[src/rtl/wb_write_arbiter.sv]
// Writeback-port arbiter: two small requester FIFOs (A = execute, B = load unit)
// drained round-robin into one registered regfile write port, plus a
// per-register pending vector for decode-side RAW/WAW hazard detection.
module wb_write_arbiter #(
    parameter int DATA_W     = 32,
    parameter int ADDR_W     = 5,
    parameter int FIFO_DEPTH = 2,
    parameter int DROP_R0    = 1
) (
    input  logic                    clk,
    input  logic                    rst,
    input  logic                    a_valid,
    output logic                    a_ready,
    input  logic [ADDR_W-1:0]       a_addr,
    input  logic [DATA_W-1:0]       a_data,
    input  logic                    b_valid,
    output logic                    b_ready,
    input  logic [ADDR_W-1:0]       b_addr,
    input  logic [DATA_W-1:0]       b_data,
    output logic                    wr_en,
    output logic [ADDR_W-1:0]       wr_addr,
    output logic [DATA_W-1:0]       wr_data,
    output logic [(2**ADDR_W)-1:0]  pending
);

    localparam int PTR_W = $clog2(FIFO_DEPTH);
    localparam int CNT_W = PTR_W + 1;
    localparam logic [CNT_W-1:0] FULL_CNT = CNT_W'(FIFO_DEPTH);

    // Which requester received the most recent grant; decides the next tie.
    typedef enum logic {
        LAST_A = 1'b0,
        LAST_B = 1'b1
    } last_grant_t;

    // Index 0 is requester A, index 1 is requester B throughout.
    logic [1:0]         in_valid;
    logic [ADDR_W-1:0]  in_addr [2];
    logic [DATA_W-1:0]  in_data [2];

    logic [ADDR_W-1:0]  q_addr [2][FIFO_DEPTH];
    logic [DATA_W-1:0]  q_data [2][FIFO_DEPTH];
    logic [PTR_W-1:0]   wptr [2];
    logic [PTR_W-1:0]   rptr [2];
    logic [CNT_W-1:0]   count [2];

    logic [1:0]         ready;
    logic [1:0]         push;
    logic [1:0]         nonempty;
    logic [1:0]         grant;
    logic               sel;
    logic [ADDR_W-1:0]  head_addr;
    logic [DATA_W-1:0]  head_data;
    last_grant_t        last_grant;

    assign in_valid   = {b_valid, a_valid};
    assign in_addr[0] = a_addr;
    assign in_addr[1] = b_addr;
    assign in_data[0] = a_data;
    assign in_data[1] = b_data;
    assign a_ready    = ready[0];
    assign b_ready    = ready[1];

    // Ready comes only from the registered count, so a full FIFO stays not-ready even while popping.
    always_comb begin
        ready    = '0;
        push     = '0;
        nonempty = '0;
        for (int i = 0; i < 2; i++) begin
            ready[i]    = (count[i] != FULL_CNT);
            push[i]     = in_valid[i] && ready[i];
            nonempty[i] = (count[i] != '0);
        end
    end

    // Round-robin choice on registered occupancy; on a tie the requester not granted last wins.
    always_comb begin
        grant = 2'b00;
        sel   = 1'b0;
        if (nonempty[0] && nonempty[1]) begin
            sel        = (last_grant == LAST_A);
            grant[sel] = 1'b1;
        end else if (nonempty[0]) begin
            sel      = 1'b0;
            grant[0] = 1'b1;
        end else if (nonempty[1]) begin
            sel      = 1'b1;
            grant[1] = 1'b1;
        end
        head_addr = q_addr[sel][rptr[sel]];
        head_data = q_data[sel][rptr[sel]];
    end

    // FIFO control, round-robin pointer and the registered write port.
    always_ff @(posedge clk or posedge rst) begin
        if (rst) begin
            for (int i = 0; i < 2; i++) begin
                wptr[i]  <= '0;
                rptr[i]  <= '0;
                count[i] <= '0;
            end
            last_grant <= LAST_B;
            wr_en      <= 1'b0;
            wr_addr    <= '0;
            wr_data    <= '0;
        end else begin
            for (int i = 0; i < 2; i++) begin
                if (push[i]) begin
                    wptr[i] <= wptr[i] + PTR_W'(1);
                end
                if (grant[i]) begin
                    rptr[i] <= rptr[i] + PTR_W'(1);
                end
                count[i] <= count[i] + CNT_W'(push[i]) - CNT_W'(grant[i]);
            end
            if (grant != 2'b00) begin
                last_grant <= sel ? LAST_B : LAST_A;
                wr_addr    <= head_addr;
                wr_data    <= head_data;
                wr_en      <= !((DROP_R0 != 0) && (head_addr == '0));
            end else begin
                wr_en <= 1'b0;
            end
        end
    end

    // Entry storage needs no reset; the counts alone decide which slots are live.
    always_ff @(posedge clk) begin
        for (int i = 0; i < 2; i++) begin
            if (push[i]) begin
                q_addr[i][wptr[i]] <= in_addr[i];
                q_data[i][wptr[i]] <= in_data[i];
            end
        end
    end

    // Pending marks every register targeted by a live FIFO entry or by the write now issuing.
    always_comb begin
        pending = '0;
        for (int i = 0; i < 2; i++) begin
            for (int k = 0; k < FIFO_DEPTH; k++) begin
                if (CNT_W'(k) < count[i]) begin
                    pending[q_addr[i][rptr[i] + PTR_W'(k)]] = 1'b1;
                end
            end
        end
        if (wr_en) begin
            pending[wr_addr] = 1'b1;
        end
        if (DROP_R0 != 0) begin
            pending[0] = 1'b0;
        end
    end

endmodule

[config.mk]
export PLATFORM = sky130hd
export DESIGN_NAME = wb_write_arbiter
export DESIGN_NICKNAME = d
export VERILOG_FILES = /design/src/rtl/wb_write_arbiter.sv
export SDC_FILE = /design/constraint.sdc
export NUM_CORES = 1
export LEC_CHECK = 0
export CAP_MARGIN = 20
export CORE_MARGIN = 2
export CORE_UTILIZATION = 35
export DETAILED_ROUTE_END_ITERATION = 8
export PLACE_DENSITY_LB_ADDON = 0.3
export SYNTH_ARGS = -nofsm -noshare
export SYNTH_HDL_FRONTEND = slang
export SYNTH_SLANG_ARGS = --single-unit
[constraint.sdc]
create_clock -name clk -period 3.7 [get_ports clk]
set_input_delay 0.74 -clock clk [delete_from_list [all_inputs] [get_ports clk]]
set_output_delay 0.74 -clock clk [all_outputs]
set_load 0.02 [all_outputs]
==> summary.md, run 1 <==
| Metric | Value |
|---|---|
| Pin count of the biggest net entering global routing | 66 |
| Required @ worst endpoint | 2.96 ns |
| Grt ovf | 0 |
| I/O Buffers | 148 |
| Async set-reset flop share out of synthesis | 0.2410 |
| Slew HR | 0.3869 |
| Core area | 0.02613 mm² |
| PD cells | 873.3 mW/mm² |
| Worst Path Arrival | 2.85 ns |
| Worst Skew | 0.01123 ns |
| Max_cap viols | 0 |
| Clock sinks | 195 |
| Post-synth EDFFs | 148 |
| IO Pins | 150 |
| Post-DRT Antenna Nets | 0 |
| Placed inst area | 0.01124 mm² |
| Die Y | 167.4 µm |
| Placed cell count | about 1200 |
| Hold_buf cts | 0 |
| Yosys warns | 0 |
| CP Capture Type | primary output |
| FP Rows | 59 |
| RR Startpoint | count[3] |
| Status | finished, violations left |
| Peak supply drop | roughly 0.00035 V |
| Crit-path max FO | 33 |
| Reg2reg setup slack | 1.41 ns |
| Core Util, Final | 0.4533 |
| Routed wire length | between 20000 and 30000 µm |
| Total setup buffers inserted after CTS | 0 |
| Yosys top cell area share | 0.4756 |
| Routed length per placed instance | 21.29 µm |
| Fin. Hold Viols | 0 |
| Gr usage total | 0.1925 |
| GP Congestion | 0.9336 |
| Critical Path Sink | pending[5] |
| Violated checks | DRC |
| DP HPWL | ~19000 µm |
| Root buffer cell | clkbuf_16 |
| Min cycle time layout | 3.586 ns |
| Area contributors post-synth | edfxtp_1 (48%), dfrtp_1 (12%), a211oi_1 (5.4%) |
| Sum Neg Setup Slack | 0 ns |
| Achievable frequency | 278.9 MHz |
| Global-route wire length before repair | 41020 µm |
| Crit Reg-Reg Endpoint | count[1] |
| Cts repair resizes | 0 |
| Fin nets | 1006 |
| Post-route DRC | 7 |
| First-pass DRT Iterations | 9 |
| CTS Buffer Depth | 2 |
| Die ar. | 0.02802 mm² |
| Post-synthesis sequential area ratio | 0.6016 |
| Post-route cell area | 0.01185 mm² |
| Area Overhead vs Synth | 26.78% |
| Worst Hold Class | reg2reg |
| Fin. max-slew vios | 0 |
| Lkg Pwr | 4.005 nW |
| Number of synthesized register bits | 195 |
| Die width | between 150 and 200 µm |
| Initial Util | 0.3576 |
| Post-route clock period utilization | 0.9691 |
| Via/cell ratio | 5.506 |
| CTS buffer count | 17 |
| Worst slew pin tran | approximately 0.92 ns |
| Syn_area_per_cell | 12.03 µm² |
| Mapped Nets | 859 |
| Share of layout cells above drive strength 1 | 0.1035 |
| Clock transition at path regs | 0.07 ns |
| Distinct cell type count after synthesis | 69 |
| Via count | between 7000 and 8000 |
| Main synth FF type | edfxtp_1 |
| Clock latency on the worst-skew pair | 0.43 ns |
| Netlist Area Pre-Place | 0.009344 mm² |
| TritonCTS clock tree | yes |
| Initial DRC Count | around 570 |
| CP Class | reg2out |
| Synthesized instance count | about 780 |
| Vias in the first global route | 6900 |
| CP startpoint | rptr[0] |
| Reg2Reg Depth | 8 |
| Hold_ws | 0.4836 ns |
| Synth area leader | edfxtp_1 |
| Diodes inserted | 0 |
| Worst Setup Start Kind | flop |
| Initial antenna violation count | 1 |
| Final setup viols | 0 |
| H-tree depth | 4 |
| Final std cells w/o fill | 1272 |
[worst min path at each step]
| stage | start | endpoint | slack [ns] | cells past startpoint |
|---|---|---|---|---|
| finish | wr_data[30] | wr_data[30] | 0.48 | 2 |
| global route | wr_data[29] | wr_data[29] | 0.52 | 2 |
| CTS | wr_data[2] | wr_data[2] | 0.49 | 2 |
| detailed placement | wr_data[2] | wr_data[2] | 0.47 | 2 |
| global placement | wr_data[5] | wr_data[5] | 0.46 | 2 |
| floorplan | wptr[0] | wptr[0] | 0.46 | 1 |
[flip-flops by register name, indices dropped and copies added, names as in the netlist]
name and flops:
count 4, last_grant 1, q_addr 20, q_data 128, rptr 2, wptr 2
wr_addr 5, wr_data 32, wr_en 1
[Yosys cell counts (all sizes together) (6+ instances only)]
cell	instances
a211oi	67
a21oi	19
a222oi	8
a22oi	10
a32oi	7
and3	8
buf	30
clkbuf	22
dfrtp	46
edfxtp	148
inv	10
nand2	71
nand2b	16
nand3	32
nand3b	13
nor2	36
nor2b	72
nor3	6
o211ai	11
o21ai	6
o22ai	11
o31ai	38
xnor2	7
[critical path, cell delays in order (launching register included)]
cell             delay [ns]
dfrtp_4                0.65
nand2b_2               0.26
o32ai_2                0.09
buf_4                  0.19
nor2b_1                0.13
or4_1                  0.53
clkdlybuf4s50_1        0.56
[layout by cell type, fill, tap and decap left out, types with 5 or more instances in the layout]
cell type        netlist  layout
mux2i_1                5       5
xnor2_1                7       7
clkbuf_16              0      17
nand3b_1              13      13
o211ai_1              11      11
buf_4                  2      31
a21oi_1               19      19
nor3_1                 5       5
o21ai_1                5       5
and3_1                 8       6
nor2_1                35      33
nor2b_1               72      72
clkdlybuf4s50_1        0     147
inv_1                  9       8
a32oi_1                7       7
dfrtp_1               46      44
edfxtp_1             148     148
o31ai_1               37      37
nand2b_1              16      15
a22oi_1               10      10
a211oi_1              67      66
nand3_1               32      32
o22ai_1               11      11
a222oi_1               8       8
nand2_1               70      70
[logic make-up (layout without fill, tap and decap cells)]
| group | count (synthesis) | in the layout | share of synthesized area |
|---|---|---|---|
| compound gates | 213 | 213 | 0.1735 |
| xor+xnor | 8 | 8 | 0.007499 |
| fa+ha+maj | 4 | 4 | 0.005356 |
| buf+inv | 62 | 222 | 0.03602 |
| flops | 195 | 195 | 0.6016 |
| mux | 10 | 10 | 0.01178 |
| other cells | 1 | 1 | 0.0004013 |
| simple gates | 284 | 284 | 0.1638 |
[power by group]
| part | internal [mW] | switching [mW] | total, mW | leakage, nW |
|---|---|---|---|---|
| clock | 1.02 | 0.829 | 1.85 | 0.286 |
| combinational | 1.92 | 2.96 | 4.88 | 1.80 |
| sequential | 3.11 | 0.507 | 3.62 | 1.92 |
[per-layer routing]
metal	global-route usage	vias up	share of wire
li1	-	3293	-
met1	0.2493	3439	0.43
met2	0.3267	234	0.49
met3	0.03805	37	0.059
met4	0.06087	0	0.021
met5	0	-	0
[layout make-up]
class,instances,area [µm²]
Fill cell,2464,14290
Sequential cell,195,5629
Multi-Input combinational cell,520,3420
Timing Repair Buffer,180,1737
Clock buffer,18,429.2
Tap cell,335,419.2
Clock inverter,14,170.2
Inverter,10,42.54
[through the flow]
step	worst slack [ns]	power, mW
CTS	0.06378	10.45
global placement	0.5400	8.545
detailed placement	0.5342	8.591
floorplan	0.8655	6.598
finish	0.1142	10.35
global route	-0.006939	10.96
No activity file was read; power rests on OpenSTA's default activity.
==> inputs of run 2 (changes only) <==
SETUP_SLACK_MARGIN = 0.02   (was not set)
==> run 2 against run 1 <==
The flow still finishes with violations (DRC). Register-to-register slack about the same. Power about the same. Sequential share of layout area about the same. Flip-flop and latch count unchanged. Via count up 0.21%. Hold slack about the same. Worst setup slack worse by 0.043 ns. Count of clock-buffer cells in the layout unchanged. Global-route usage unchanged. Critical path depth down 1. First-iteration DRC count down 1.4%. Critical path type unchanged. Critical endpoint is now pending[27].
==> summary.md, run 2 (synthesized netlist as in run 1, its figures left out) <==
| Metric | Value |
|---|---|
| IO Pins | 150 |
| Hold_ws | between 0.4 and 0.5 ns |
| Setup WS pre-CTS | 0.5342 ns |
| Logic gate share of total power | 0.472 |
| Status | finished, violations left |
| Hold_sp | wr_data[30] |
| Hold depth | 2 |
| Clock sinks | 195 |
| Area Overhead vs Synth | 26.86% |
| Max FFs per register | roughly 130 |
| Die ar. | 0.02802 mm² |
| Worst Skew | 0.01128 ns |
| Total setup buffers inserted after CTS | 0 |
| Most frequent cells in the layout | edfxtp_1 (148), clkdlybuf4s50_1 (147), nor2b_1 (72) |
| Global-route wire length before repair | 41020 µm |
| Area of the multi-input gates | approximately 0.0034 mm² |
| Met2 Use GR | 0.3267 |
| Violated checks | DRC |
| Slew HR | 0.3867 |
| TritonCTS clock tree | yes |
| CTS Buffer Depth | 2 |
| Final setup viols | 0 |
| M3 GR Usage | 0.03805 |
| Busiest grt layer | met2 |
| Gr usage total | 0.1925 |
| Vias in the first global route | 6900 |
| Via/cell ratio | between 5 and 6 |
| RSZ-0062 raised after global routing | yes |
| Most common cell after layout, fill and taps aside | edfxtp_1 |
| Clock latency on the worst-skew pair | 0.43 ns |
| FP Rows | 59 |
| Seq pwr share | 0.350 |
| Cts repair resizes | 0 |
| Worst Path Arrival | 2.89 ns |
| Clk pwr share | 0.178 |
| Switching pwr | 4.296 mW |
| Core area | 0.02613 mm² |
| Achievable frequency | 275.5 MHz |
| I/O Buffers | between 100 and 150 |
| Post-route DRC | 7 |
| CTS buffer count | 17 |
| GP Congestion | 0.9336 |
| Routed length per placed instance | ~21 µm |
| Initial antenna violation count | 1 |
| Int Pwr | approximately 6.1 mW |
| Post-DRT Antenna Nets | 0 |
| Sequential cell area | 0.005629 mm² |
| Final worst slack | 0.07078 ns |
| Peak supply drop | 0.0003493 V |
| Fin. Hold Viols | 0 |
| First-pass DRT Iterations | 9 |
| Routed wire length | approximately 27000 µm |
| Worst slew pin tran | 0.9187 ns |
| M1 GR Usage | 0.2493 |
| Crit-path max FO | 35 |
| Via count | between 7000 and 8000 |
| H-tree depth | 4 |
| Grt ovf | 0 |
| CP Class | reg2out |
| CP Capture Type | primary output |
| Initial DRC Count | between 500 and 600 |
| Reg2Reg Depth | 8 |
| Min cycle time layout | ~3.6 ns |
| Hold_buf cts | 0 |
| Required @ worst endpoint | 2.96 ns |
| Share of layout cells above drive strength 1 | 0.1057 |
| Worst Hold Class | reg2reg |
| Reg2reg setup slack | 1.42 ns |
| Fin. max-slew vios | 0 |
| Pin count of the biggest net entering global routing | 66 |
| Die width | 167.4 µm |
| RR Startpoint | count[3] |
| Sum Neg Setup Slack | 0 ns |
| Worst Setup Start Kind | flop |
| Max_cap viols | 0 |
| Filler instances | ~2500 |
| Core Util, Final | 0.4536 |
| Clock transition at path regs | approximately 0.07 ns |
| Diodes inserted | 0 |
| Crit Reg-Reg Endpoint | count[1] |
| Sw Share | 0.4150 |
| Lkg Pwr | about 4 nW |
| Die Y | between 150 and 200 µm |
| Root buffer cell | clkbuf_16 |
| PD cells | 873.4 mW/mm² |
| Initial Util | 0.3576 |
| Post-route clock period utilization | 0.9809 |
| DP HPWL | 18640 µm |
| WHS Endpoint | wr_data[30] |
| Fin nets | 1006 |
| Power Total | 10.35 mW |
run 2: final cells by class:
class	count	area share
flip-flops and latches	195	0.4749
multi-input cells	520	0.2891
repair buffers	180	0.1465
clock buffers	18	0.03620
well taps	335	0.03536
clock inverters	14	0.01436
inverters	10	0.003589
run 2: metal layers:
layer / part of all wire / routed length (µm)
met5: 0 / 0
met4: 0.022 / 588
met3: 0.059 / 1588
met2: 0.49 / 13300
met1: 0.43 / 11650
run 2: worst max-delay path by stage:
stage / depth (start not counted) / startpoint / end / slack, ns
floorplan: 2 / b_valid / q_addr[1][5] / 0.87
global placement: 6 / rptr[0] / pending[6] / 0.54
detailed placement: 6 / rptr[0] / pending[6] / 0.53
CTS: 6 / rptr[0] / pending[6] / 0.06
global route: 6 / rptr[0] / pending[5] / -0.007
finish: 5 / rptr[1] / pending[27] / 0.07
run 2: power by group through the flow:
stage                     sequential (mW)  clock [mW]  combinational, mW
after floorplan                      3.66           0               2.94
after global placement               3.65           0               4.89
after detailed placement             3.65           0               4.94
after CTS                            3.62        1.89               4.95
after global routing                 3.71        1.98               5.27
final                                3.62        1.85               4.88
run 2: critical path, cell delays in order, from the launching register on:
cell and delay (ns):
dfrtp_4 0.62, mux2_2 0.46, a21oi_1 0.44, a22oi_1 0.13
nand3_1 0.18, clkdlybuf4s50_1 0.64
run 2: per-stage QoR:
stage / instance area, µm² / cells
final: 11850 / 1272
after global routing: 11850 / 1272
after CTS: 11840 / 1272
after detailed placement: 11240 / 1240
after global placement: 11240 / 1240
after floorplan: 9344 / 777
